[config.mk]
export PLATFORM = sky130hd
export DESIGN_NAME = adc_frame_packer
export DESIGN_NICKNAME = d
export VERILOG_FILES = /design/src/rtl/adc_pkg.sv /design/src/rtl/adc_pack_framebuf.sv /design/src/rtl/adc_frame_packer.sv
export SDC_FILE = /design/constraint.sdc
export NUM_CORES = 1
export LEC_CHECK = 0
export ABC_AREA = 1
export CAP_MARGIN = 15
export CORE_ASPECT_RATIO = 0.7
export CORE_MARGIN = 2
export CORE_UTILIZATION = 62
export DETAILED_ROUTE_END_ITERATION = 8
export GPL_TIMING_DRIVEN = 0
export PLACE_DENSITY = 0.85
export SYNTH_ARGS = -nofsm -noshare
export SYNTH_HDL_FRONTEND = slang
export SYNTH_SLANG_ARGS = --single-unit
[constraint.sdc]
create_clock -name clk -period 5.2 [get_ports clk]
set_input_delay 1.04 -clock clk [delete_from_list [all_inputs] [get_ports clk]]
set_output_delay 1.04 -clock clk [all_outputs]
set_load 0.02 [all_outputs]
[src/rtl/adc_pkg.sv]
// Shared definitions for the ADC frame packer: FSM encoding, header magic,
// and the bit positions of the fields in a 32-bit sample word.
package adc_pkg;

   localparam int unsigned WORD_W = 32;
   localparam int unsigned CH_W   = 4;
   localparam int unsigned SEQ_W  = 16;
   localparam int unsigned DATA_W = 24;

   localparam int unsigned CH_MSB   = 31;
   localparam int unsigned CH_LSB   = 28;
   localparam int unsigned SEQ_MSB  = 27;
   localparam int unsigned SEQ_LSB  = 24;
   localparam int unsigned DATA_MSB = 23;
   localparam int unsigned DATA_LSB = 0;

   localparam logic [7:0] HDR_MAGIC = 8'hA5;

   typedef enum logic [1:0] {
      ST_IDLE      = 2'd0,
      ST_CAPTURE   = 2'd1,
      ST_EMIT_HDR  = 2'd2,
      ST_EMIT_DATA = 2'd3
   } adc_state_e;

   // Sample word: channel, low nibble of the frame sequence, zero-extended data
   function automatic logic [WORD_W-1:0] pack_sample(input logic [CH_W-1:0]   ch,
                                                     input logic [3:0]        seq,
                                                     input logic [DATA_W-1:0] data);
      logic [WORD_W-1:0] w;
      w                    = '0;
      w[CH_MSB:CH_LSB]     = ch;
      w[SEQ_MSB:SEQ_LSB]   = seq;
      w[DATA_MSB:DATA_LSB] = data;
      return w;
   endfunction

   // Header word: magic, channel count, full frame sequence
   function automatic logic [WORD_W-1:0] pack_header(input logic [7:0]       nch,
                                                     input logic [SEQ_W-1:0] seq);
      return {HDR_MAGIC, nch, seq};
   endfunction

endpackage

[src/rtl/adc_pack_framebuf.sv]
// One-frame sample store: a single write port plus a read port whose address
// is a registered pointer (reset to 0 or advanced by the packer). A write to
// index 0 and a read of the last index can happen in the same cycle.
module adc_pack_framebuf
   import adc_pkg::*;
#(
   parameter int unsigned NUM_CH   = 8,
   parameter int unsigned SAMPLE_W = 24
) (
   input  logic                clk,
   input  logic                rst,
   input  logic                wr_en,
   input  logic [CH_W-1:0]     wr_addr,
   input  logic [SAMPLE_W-1:0] wr_data,
   input  logic                rd_rst,
   input  logic                rd_adv,
   output logic [CH_W-1:0]     rd_addr,
   output logic [SAMPLE_W-1:0] rd_data_c
);

   localparam int unsigned    AW   = $clog2(NUM_CH);
   localparam logic [CH_W-1:0] LAST = CH_W'(NUM_CH - 1);

   logic [SAMPLE_W-1:0] mem [NUM_CH];

   // Sample storage; contents are only read after being written in this frame
   always_ff @(posedge clk) begin
      if (wr_en) begin
         mem[AW'(wr_addr)] <= wr_data;
      end
   end

   // Read pointer: rewinds between frames, advances once per loaded word
   always_ff @(posedge clk or posedge rst) begin
      if (rst) begin
         rd_addr <= '0;
      end else if (rd_rst) begin
         rd_addr <= '0;
      end else if (rd_adv && (rd_addr != LAST)) begin
         rd_addr <= rd_addr + CH_W'(1);
      end
   end

   assign rd_data_c = mem[AW'(rd_addr)];

endmodule

[src/rtl/adc_frame_packer.sv]
// Packs one frame of per-channel ADC samples into 32-bit words and pushes the
// whole frame into the downstream stream FIFO. Frames that start while the
// previous one is still draining are dropped and counted.
// Optional macro ADC_PACK_HEADER_EN: prefix each frame with a header word.
module adc_frame_packer
   import adc_pkg::*;
#(
   parameter int unsigned NUM_CH   = 8,
   parameter int unsigned SAMPLE_W = 24
) (
   input  logic                clk,
   input  logic                rst,
   input  logic                enable,
   input  logic                in_valid,
   input  logic [3:0]          in_ch,
   input  logic [SAMPLE_W-1:0] in_data,
   output logic                push_valid,
   output logic [31:0]         push_data,
   input  logic                push_ready,
   output logic [15:0]         frame_seq,
   output logic [15:0]         frames_dropped,
   input  logic                drop_clear,
   output logic                proto_err,
   input  logic                err_clear
);

   localparam logic [CH_W-1:0] LAST_IDX = CH_W'(NUM_CH - 1);
`ifdef ADC_PACK_HEADER_EN
   localparam logic [7:0]      NCH_B    = 8'(NUM_CH);
`endif

   adc_state_e          state;
   logic [CH_W-1:0]     wr_idx;
   logic [CH_W-1:0]     out_idx;
   logic [3:0]          emit_seq;

   logic [CH_W-1:0]     rd_addr;
   logic [SAMPLE_W-1:0] rd_data_c;

   logic                hs_c;
   logic                start_c;
   logic                last_word_c;
   logic                in_order_c;
   logic                complete_c;
   logic                err_set_c;
   logic                drop_c;
   logic [SEQ_W-1:0]    seq_inc_c;
   logic                wr_en_c;
   logic [CH_W-1:0]     wr_addr_c;
   logic                rd_rst_c;
   logic                rd_adv_c;
   logic [3:0]          word_seq_c;
   logic [WORD_W-1:0]   load_word_c;

   adc_pack_framebuf #(
      .NUM_CH   (NUM_CH),
      .SAMPLE_W (SAMPLE_W)
   ) u_framebuf (
      .clk       (clk),
      .rst       (rst),
      .wr_en     (wr_en_c),
      .wr_addr   (wr_addr_c),
      .wr_data   (in_data),
      .rd_rst    (rd_rst_c),
      .rd_adv    (rd_adv_c),
      .rd_addr   (rd_addr),
      .rd_data_c (rd_data_c)
   );

   // Handshake, capture, drop and buffer-control decode
   always_comb begin
      hs_c        = push_valid & push_ready;
      start_c     = in_valid & (in_ch == 4'd0) & enable;
      last_word_c = (state == ST_EMIT_DATA) & hs_c & (out_idx == LAST_IDX);
      in_order_c  = (state == ST_CAPTURE) & in_valid & (in_ch == wr_idx);
      complete_c  = in_order_c & (wr_idx == LAST_IDX);
      err_set_c   = (state == ST_CAPTURE) & in_valid & (in_ch != wr_idx);
      drop_c      = ((state == ST_EMIT_HDR) | (state == ST_EMIT_DATA)) & start_c & ~last_word_c;
      seq_inc_c   = frame_seq + SEQ_W'(1);
      wr_en_c     = ((state == ST_IDLE) & start_c) | in_order_c | (last_word_c & start_c);
      wr_addr_c   = (state == ST_CAPTURE) ? wr_idx : '0;
      rd_rst_c    = (state == ST_IDLE) | last_word_c;
      rd_adv_c    = (state == ST_EMIT_DATA) & hs_c & ~last_word_c;
`ifdef ADC_PACK_HEADER_EN
      rd_adv_c    = rd_adv_c | ((state == ST_EMIT_HDR) & hs_c);
`else
      rd_adv_c    = rd_adv_c | complete_c;
`endif
      // word 0 is loaded straight from CAPTURE when there is no header
      word_seq_c  = (state == ST_CAPTURE) ? seq_inc_c[3:0] : emit_seq;
      load_word_c = pack_sample(rd_addr, word_seq_c, DATA_W'(rd_data_c));
   end

   // Frame FSM, output word register and status counters
   always_ff @(posedge clk or posedge rst) begin
      if (rst) begin
         state          <= ST_IDLE;
         wr_idx         <= '0;
         out_idx        <= '0;
         emit_seq       <= '0;
         push_valid     <= 1'b0;
         push_data      <= '0;
         frame_seq      <= '0;
         frames_dropped <= '0;
         proto_err      <= 1'b0;
      end else begin
         case (state)
            ST_IDLE: begin
               if (start_c) begin
                  wr_idx <= CH_W'(1);
                  state  <= ST_CAPTURE;
               end
            end
            ST_CAPTURE: begin
               if (err_set_c) begin
                  wr_idx <= '0;
                  state  <= ST_IDLE;
               end else if (complete_c) begin
                  wr_idx     <= '0;
                  out_idx    <= '0;
                  emit_seq   <= seq_inc_c[3:0];
                  push_valid <= 1'b1;
`ifdef ADC_PACK_HEADER_EN
                  push_data  <= pack_header(NCH_B, seq_inc_c);
                  state      <= ST_EMIT_HDR;
`else
                  push_data  <= load_word_c;
                  state      <= ST_EMIT_DATA;
`endif
               end else if (in_order_c) begin
                  wr_idx <= wr_idx + CH_W'(1);
               end
            end
            ST_EMIT_HDR: begin
               if (hs_c) begin
                  push_data <= load_word_c;
                  out_idx   <= '0;
                  state     <= ST_EMIT_DATA;
               end
            end
            ST_EMIT_DATA: begin
               if (hs_c) begin
                  if (out_idx == LAST_IDX) begin
                     push_valid <= 1'b0;
                     if (start_c) begin
                        wr_idx <= CH_W'(1);
                        state  <= ST_CAPTURE;
                     end else begin
                        state  <= ST_IDLE;
                     end
                  end else begin
                     push_data <= load_word_c;
                     out_idx   <= out_idx + CH_W'(1);
                  end
               end
            end
            default: state <= ST_IDLE;
         endcase

         if (complete_c || drop_c) begin
            frame_seq <= seq_inc_c;
         end

         if (drop_clear) begin
            frames_dropped <= drop_c ? 16'd1 : 16'd0;
         end else if (drop_c && (frames_dropped != 16'hFFFF)) begin
            frames_dropped <= frames_dropped + 16'd1;
         end

         if (err_set_c) begin
            proto_err <= 1'b1;
         end else if (err_clear) begin
            proto_err <= 1'b0;
         end
      end
   end

endmodule

==> results of run 1 <==
==> registers in the layout (all words and copies together) (netlist names), named ones only <==
| name | cells |
|---|---|
| proto_err | 1 |
| out_idx | 4 |
| wr_idx | 4 |
| u_framebuf.mem | 192 |
| push_valid | 1 |
| push_data | 32 |
| u_framebuf.rd_addr | 4 |
| emit_seq | 4 |
| frames_dropped | 16 |
| frame_seq | 16 |
| state | 1 |
==> final timing paths <==
kind,startpoint,to,slack (ns),depth (start not counted)
max in group asynchronous,rst,frame_seq[8],3.71,3
max,push_ready,u_framebuf.mem[2][19],1.69,10
min in group asynchronous,rst,push_data[22],0.83,2
min reg2reg,push_data[0],push_data[0],0.48,2
min,push_data[0],push_data[0],0.48,2
max reg2reg,state[0],u_framebuf.mem[2][19],2.09,9
==> layer usage <==
metal	global-route usage, %	wire length [um]
met5	0	0
met4	7.75	602
met1	45.1	12400
met3	5.40	3410
met2	45.4	13200
==> synth_stat cells, types with 5 or more instances <==
cell type  instances  area (um2)
o21ai_0           70         350
o21ai_2           35         307
o21ai_1            8        40.0
nand4_1           11        68.8
nand2_1          234         878
inv_2              5        18.8
o211ai_1          25         188
nor3_1            13        65.1
nor2_1           114         428
nand2_2           27         169
xor2_1            30         263
nand3_1          119         596
inv_1             47         176
buf_6              9         101
ha_1               9         113
dfrtp_1           84        2100
edfxtp_1         192        5770
buf_2             11        55.1
clkbuf_1          28         105
==> where the power goes <==
part           internal, W  total (W)  switching, W
clock              0.00102    0.00182      0.000802
sequential         0.00255    0.00270      0.000154
combinational     0.000701    0.00188       0.00118
==> final cells by class <==
| cell class | count | area [um2] | share of cell area [%] |
|---|---|---|---|
| clock inverter | 10 | 100 | 0.703 |
| tap | 264 | 330 | 2.32 |
| clock buffer | 35 | 683 | 4.80 |
| sequential | 276 | 7870 | 55.3 |
| inverter | 54 | 205 | 1.44 |
| multi-input combinational | 721 | 3730 | 26.2 |
| timing repair buffer | 103 | 1050 | 7.41 |
| buffer | 49 | 269 | 1.89 |
==> worst reg2reg max path: cells and delay by family, from the launching register on <==
family          cells  cell delay [ns]
flops               1             0.43
buf+inv             2             0.46
compound gates      1             0.26
fa+ha+maj           1             0.17
simple gates        5             1.48
==> metrics by stage <==
stage          cells  hold WS [ns]  util (%)  worst slack (ns)
6_report        1512         0.475      75.1              1.69
5_1_grt         1512         0.502      75.1              1.55
4_1_cts         1512         0.478      75.1              1.77
3_5_place_dp    1467         0.462      70.9              1.26
3_3_place_gp    1464         0.456      70.4             0.379
2_1_floorplan   1100         0.448         -              1.89
==> cell families (layout without fill, tap and decap cells) <==
kind of cell             count (synthesis)  count (layout)  share of synthesized area, %
AND/OR/NAND/NOR                        532             532                          19.4
flip-flops                             276             276                          65.5
AO/OA/AOI/OAI                          148             148                          7.94
buffers and inverters                  103             251                          3.92
XOR/XNOR                                31              31                          2.26
adder cells (fa/ha/maj)                  9               9                         0.937
multiplexers                             1               1                        0.0833
==> layout by cell type, fill, tap and decap left out, drive strengths merged <==
master	n
nand2	262
edfxtp	192
nand3	119
nor2	117
o21ai	113
clkdlybuf4s50	100
dfrtp	84
clkbuf	63
inv	52
xor2	30
o211ai	25
buf	24
nor3	14
nand4	12
ha	9
clkinv	9
a21oi	4
nand3b	3
or2	3
o22ai	3
bufinv	2
o21bai	1
o31ai	1
mux2i	1
a22oi	1
nor3b	1
nor4	1
xnor2	1
clkinvlp	1
==> results.toml, run 1 <==
[drt]
drtAntennaViolNets = 0
drt_iter0_drc = 1080
num_vias = 8906
wl_per_cell_um = 19.6
routed_wl_mm = 29.6
drcViolationCount = 0
drt_pre_antenna_iters = 7
avgViaCountPerCell = 5.89

[timing]
skew_ns = 0.0125
hold_violations = 0
slew_violations = 0
finalCritPeriodShare_pct = 67.4
period_needed_ns = 3.51
tightest_slew_ns = 0.982
setup_tns_ns = 0
grt_setup_unrepaired = "no"
final-setup-viol-count = 0
fmax_mhz = 285
slew_headroom_pct = 34.5

[logic_synthesis]
syn_area_um2 = 12000
avgSynthCellArea_um2 = 10.9
synthDistinctLibCells = 38
ys.flop_type = "edfxtp_1"
synth-edff-count = 192
syn_inst = 1100
ys_seq_elements = 276
async_flop_share_pct = 30.4
ys_warn_count = 0
synth-seq-area-share_pct = 65.5
syn_nets = 1144

[global_route]
antenna_found_initial = 0
grt_use_total_pct = 29.8
grt_max_degree = 69
grt_pass1_vias = 8470
gr-total-overflow = 0
grt_first_pass_wirelength_mm = 46.3

[critical_path]
cpPeakStageDelay_ns = 0.79
cp-start-kind = "primary input"
crit_required_ns = 5.43
crit_fanout = 16
worstPathArrival_ns = 3.74
worst_path_most_repeated_cell = "nand2_1"
crit_path_cell_trace = "clkdlybuf4s50_1, nand2_1, inv_1, nand2_1, nor2_2, nor2_1, o21ai_1, nand2_1, nor2_2, buf_6"
cp_num_buf_inv = 3
end_kind = "flop"
path_class = "in -> reg"
crit_slowest_cell = "nor2_2"
path_delay_family = "simple AND/OR/NAND/NOR gates"

[place]
place_congestion = 0.935
place_hpwl_mm = 18.7
io_buffers = 100
place_area_um2 = 13500

[layout]
drive_gt1_share_pct = 11.7
stdcell_area_um2 = 14200
layout-area-overhead-vs-synth_pct = 18.5
diodes = 0
final_nets = 1274
fillers = 1221

[cts]
clkTransAtPathRegs_ns = 0.06
cts_root_buf = "clkbuf_16"
clockBufferDepth = 3
cts_tree = "done"
cts_hold_buffers = 0
cts_num_sinks = 276
clk_latency_ns = 0.53
h-tree-depth = 1
numCtsBuffers = 25
post_cts_buffers = 0
cts_resized = 0

[power_and_ir_drop]
power_density_nw_per_um2 = 450
power_leakage_nw = 5.39
total_power_w = 0.00641
irDropWorstVdd_mv = 0.243

[outcome]
outcome = "completed"

[floorplan]
ioPinCount = 101
die_y_um = 120
start_util_pct = 63.4
die_area_um2 = 20500
num_rows = 42
core_um2 = 19000
chipWidth_um = 170

[run]
maxCapViolCount = 0

[hold_path]
hold_path.class = "reg -> reg"
Note: power is estimated with default switching activity, not from simulation.
==> inputs of run 2 (changes only) <==
CORE_UTILIZATION = 52   (was 62)
PLACE_DENSITY = 0.76   (was 0.85)
clock period = 3.21 ns   (was 5.2 ns; I/O delays follow)
==> results.toml, run 2 (synthesis results as in run 1) <==
[cts]
post_cts_buffers = 0
numCtsBuffers = 27
clkTransAtPathRegs_ns = 0.06
cts_hold_buffers = 0
h-tree-depth = 1
cts_tree = "done"
cts_resized = 0
cts_root_buf = "clkbuf_16"
clk_latency_ns = 0.53
clockBufferDepth = 3
cts_num_sinks = 276

[timing]
period_needed_ns = 2.97
hold_violations = 0
fmax_mhz = 336
holdWs_ns = 0.416
slew_headroom_pct = 30.7
slew_violations = 0
grt_setup_unrepaired = "no"
tightest_slew_ns = 1.04
skew_ns = 0.0151
final-setup-viol-count = 0
finalCritPeriodShare_pct = 92.6
setup_tns_ns = 0

[critical_path]
crit_required_ns = 3.35
cp-start-kind = "primary input"
crit_fanout = 24
worstReg2RegEnd = "u_framebuf.mem[7][18]"
r2r_start = "state[0]"
regToRegSetupSlack_ns = 0.24
reg2regPathDepth = 8
end_kind = "flop"
path_class = "in -> reg"
worstPathArrival_ns = 3.12

[place]
place_congestion = 0.912
place_hpwl_mm = 19.6
io_buffers = 100

[power_and_ir_drop]
p_seq_share_pct = 40.9
intPower_w = 0.00724
swShare_pct = 32.3
p_comb_share_pct = 28.3
p_clk_share_pct = 30.8
irDropWorstVdd_mv = 0.484
power_density_nw_per_um2 = 741
power_leakage_nw = 5.45
switching_power_w = 0.00345

[layout]
final_cell_mix = "nand2_1 (234), edfxtp_1 (192), nand3_1 (119)"
final_common_cell = "nand2_1"
reg.largest.list = "u_framebuf.mem (192), push_data (32)"
diodes = 0
drive_gt1_share_pct = 12.2
final_nets = 1276
largest_register = "u_framebuf.mem"
layout-area-overhead-vs-synth_pct = 20.1
largest_reg_flops = 192

[global_route]
grt_first_pass_wirelength_mm = 45.9
antenna_found_initial = 0
gr-total-overflow = 0
grt_pass1_vias = 8406
grt_use_total_pct = 24.2
grt_max_degree = 69

[floorplan]
die_area_um2 = 24400
ioPinCount = 101
core_um2 = 22700
die_y_um = 131
chipWidth_um = 186
start_util_pct = 53.0
num_rows = 46

[drt]
drt_pre_antenna_iters = 6
avgViaCountPerCell = 5.58
drt_iter0_drc = 893
drtAntennaViolNets = 0
wl_per_cell_um = 18.7
drcViolationCount = 0
routed_wl_mm = 29.2
num_vias = 8727

[outcome]
outcome = "completed"

[run]
maxCapViolCount = 0

[hold_path]
hold_path.class = "in -> async"
[run 2: cell types whose count changed in the layout (fill, tap and decap cells not counted), moves of 2 or more]
cell and change:
bufinv_16 +3, clkbuf_1 -2, clkbuf_16 +2, clkinv_4 +2
[run 2: metal layers]
metal / vias to the layer above / routed length [um] / global-route usage (%) / part of all wire (%)
met5: - / 0 / 0 / 0
met4: 0 / 655 / 6.08 / 2.2
met3: 43 / 2850 / 4.63 / 9.8
met2: 452 / 12500 / 35.0 / 43
met1: 4166 / 13200 / 37.8 / 45
li1: 4066 / - / - / -
[run 2: metrics by stage]
step	instances	cell area (um2)	utilization (%)	worst slack, ns	total power [W]
6_report	1563	14400	63.7	0.236	0.0107
5_1_grt	1563	14400	63.7	0.0212	0.0112
4_1_cts	1563	14400	63.7	0.268	0.0107
3_5_place_dp	1515	13500	59.6	-0.218	0.00746
3_3_place_gp	1512	13400	59.1	-1.35	0.00738
2_1_floorplan	1100	12000	-	0.300	0.00630
[run 2: worst max path at each step]
stage                                  endpoint       start  slack (ns)  cells after the start
final                     u_framebuf.mem[7][18]  push_ready        0.24                      9
after floorplan            u_framebuf.mem[0][0]  push_ready        0.30                      8
after global routing      u_framebuf.mem[7][21]    state[0]        0.02                      8
after CTS                 u_framebuf.mem[7][22]    state[0]        0.27                      8
after detailed placement  u_framebuf.mem[7][16]  push_ready       -0.22                      9
after global placement    u_framebuf.mem[7][17]  push_ready       -1.35                      9
[run 2: critical path, cell delays in order]
cell and delay [ns]:
clkdlybuf4s50_1 0.49, nand2_1 0.09, inv_1 0.11, nand2_1 0.09, nor2_2 0.16, nor2_1 0.19, o21ai_1 0.26, nand2_1 0.24
nor2_4 0.84
[run 2: cell type report]
class | count | area [um2]
Multi-Input combinational cell | 721 | 3730
Clock inverter | 14 | 204
Sequential cell | 276 | 7870
Tap cell | 312 | 390
Clock buffer | 34 | 712
Fill cell | 1771 | 8240
Buffer | 49 | 269
Timing Repair Buffer | 103 | 1060
Inverter | 54 | 205
[run 2: power by group through the flow]
stage	Combinational (W)	Clock, W	Sequential [W]
floorplan	0.00159	0	0.00471
global placement	0.00295	0	0.00443
detailed placement	0.00302	0	0.00444
CTS	0.00304	0.00333	0.00437
global route	0.00329	0.00347	0.00441
finish	0.00302	0.00329	0.00437
==> inputs of run 3 (changes only) <==
CAP_MARGIN = not set   (was 15)
CORE_UTILIZATION = 53   (was 52)
SYNTH_HIERARCHICAL = 1   (was not set)
==> results.toml, run 3 <==
[layout]
layout-area-overhead-vs-synth_pct = 18.7
stdcell_area_um2 = 15200
final_cell_mix = "nand2_1 (641), edfxtp_1 (192), inv_1 (103)"
drive_gt1_share_pct = 9.01
final_core_util_pct = 64.1
final_nets = 1544
largest_register = "u_framebuf/mem"
largest_reg_flops = 192
reg.largest.list = "u_framebuf/mem (192), push_data (32)"
diodes = 0
final_common_cell = "nand2_1"

[logic_synthesis]
syn_area_um2 = 12800
syn_inst = 1367
ys_warn_count = 6
syn_nets = 1411
avgSynthCellArea_um2 = 9.36

[critical_path]
regToRegSetupSlack_ns = 0.26
crit_required_ns = 3.44
cpPeakStageDelay_ns = 0.76
end_kind = "flop"
cp_num_buf_inv = 5
path_delay_family = "simple AND/OR/NAND/NOR gates"
path_class = "reg -> reg"
crit_slowest_cell = "nor2_2"
worstReg2RegEnd = "u_framebuf/mem[3][15]"
reg2regPathDepth = 9
crit_fanout = 14
cp-start-kind = "flop"
worstPathArrival_ns = 3.18
crit_path_cell_trace = "inv_1, ha_1, buf_2, clkbuf_1, nand2_1, inv_1, nand2_1, nor2_2, buf_8"

[power_and_ir_drop]
power_leakage_nw = 6.76
power_density_nw_per_um2 = 719
irDropWorstVdd_mv = 0.438

[cts]
numCtsBuffers = 26
post_cts_buffers = 0
cts_resized = 0
clockBufferDepth = 3
clk_latency_ns = 0.53
cts_tree = "done"
cts_root_buf = "clkbuf_16"
cts_num_sinks = 276
h-tree-depth = 1
cts_hold_buffers = 0
clkTransAtPathRegs_ns = 0.07

[global_route]
grt_pass1_vias = 9209
grt_max_degree = 68
grt_use_total_pct = 24.6
gr-total-overflow = 0
antenna_found_initial = 0
grt_first_pass_wirelength_mm = 48.6

[floorplan]
die_area_um2 = 25400
die_y_um = 134
num_rows = 47
chipWidth_um = 190
start_util_pct = 54.0
ioPinCount = 101
core_um2 = 23700

[timing]
fmax_mhz = 338
slew_violations = 0
grt_setup_unrepaired = "no"
final-setup-viol-count = 0
period_needed_ns = 2.95
setup_tns_ns = 0
hold_violations = 0
skew_ns = 0.0138
slew_headroom_pct = 34.5
holdWs_ns = 0.454
finalCritPeriodShare_pct = 92.0
tightest_slew_ns = 0.980

[run]
maxCapViolCount = 0

[drt]
wl_per_cell_um = 16.6
drt_pre_antenna_iters = 5
drtAntennaViolNets = 0
drcViolationCount = 0
num_vias = 9680
routed_wl_mm = 30.6
avgViaCountPerCell = 5.27
drt_iter0_drc = 834

[place]
place_hpwl_mm = 20.8
place_area_um2 = 14300
io_buffers = 100
place_congestion = 0.944

[hold_path]
hold_path.class = "in -> async"

[outcome]
outcome = "completed"
==> run 3: cell types whose count changed in the layout (fill, tap and decap cells not counted), sizes merged, moves of 6 or more <==
| cell | previous run | this run |
|---|---|---|
| buf | 24 | 49 |
| nor2 | 117 | 49 |
| inv | 52 | 113 |
| o211ai | 25 | 0 |
| o21ai | 113 | 42 |
| nand2 | 262 | 655 |
| xor2 | 30 | 21 |
| a21oi | 4 | 10 |
| nand3 | 119 | 92 |
| clkbuf | 62 | 50 |
==> run 3: area by class of cell <==
type | instances | area [um2]
Inverter | 114 | 433
Multi-Input combinational cell | 920 | 4140
Clock buffer | 37 | 733
Tap cell | 318 | 398
Buffer | 57 | 394
Sequential cell | 276 | 7870
Timing Repair Buffer | 105 | 1090
Fill cell | 1823 | 8510
Clock inverter | 11 | 128
==> run 3: worst max-delay path by stage <==
stage                           from               endpoint  cells past startpoint
after floorplan             in_ch[1]   u_framebuf/mem[1][0]                      8
after detailed placement    in_ch[1]  u_framebuf/mem[3][12]                     10
after global placement      in_ch[2]  u_framebuf/mem[7][12]                      9
after global routing      out_idx[0]  u_framebuf/mem[3][20]                     11
after CTS                       flop   u_framebuf/mem[3][9]                      9
final                           flop  u_framebuf/mem[3][15]                      9
==> run 3: per-stage QoR <==
stage	power, W	setup WS [ns]	std cells
2_1_floorplan	0.00660	0.403	1367
3_3_place_gp	0.00776	-1.24	1785
3_5_place_dp	0.00787	-0.203	1790
4_1_cts	0.0110	0.278	1838
5_1_grt	0.0115	0.0963	1838
6_report	0.0109	0.256	1838
==> run 3: metal layers <==
layer / global-route usage, % / vias to the layer above / part of all wire [%]
met5: 0 / - / 0
met4: 5.43 / 0 / 1.6
met3: 3.58 / 39 / 9.5
met2: 38.3 / 446 / 45
met1: 37.2 / 4552 / 44
li1: - / 4643 / -
==> run 3: power by group <==
| part | total (W) | leakage (nW) | switching [W] | internal, W |
|---|---|---|---|---|
| Clock | 0.00310 | 0.409 | 0.00127 | 0.00183 |
| Combinational | 0.00345 | 3.57 | 0.00214 | 0.00131 |
| Sequential | 0.00437 | 2.79 | 0.000236 | 0.00413 |
| Total | 0.0109 | 6.76 | 0.00364 | 0.00727 |
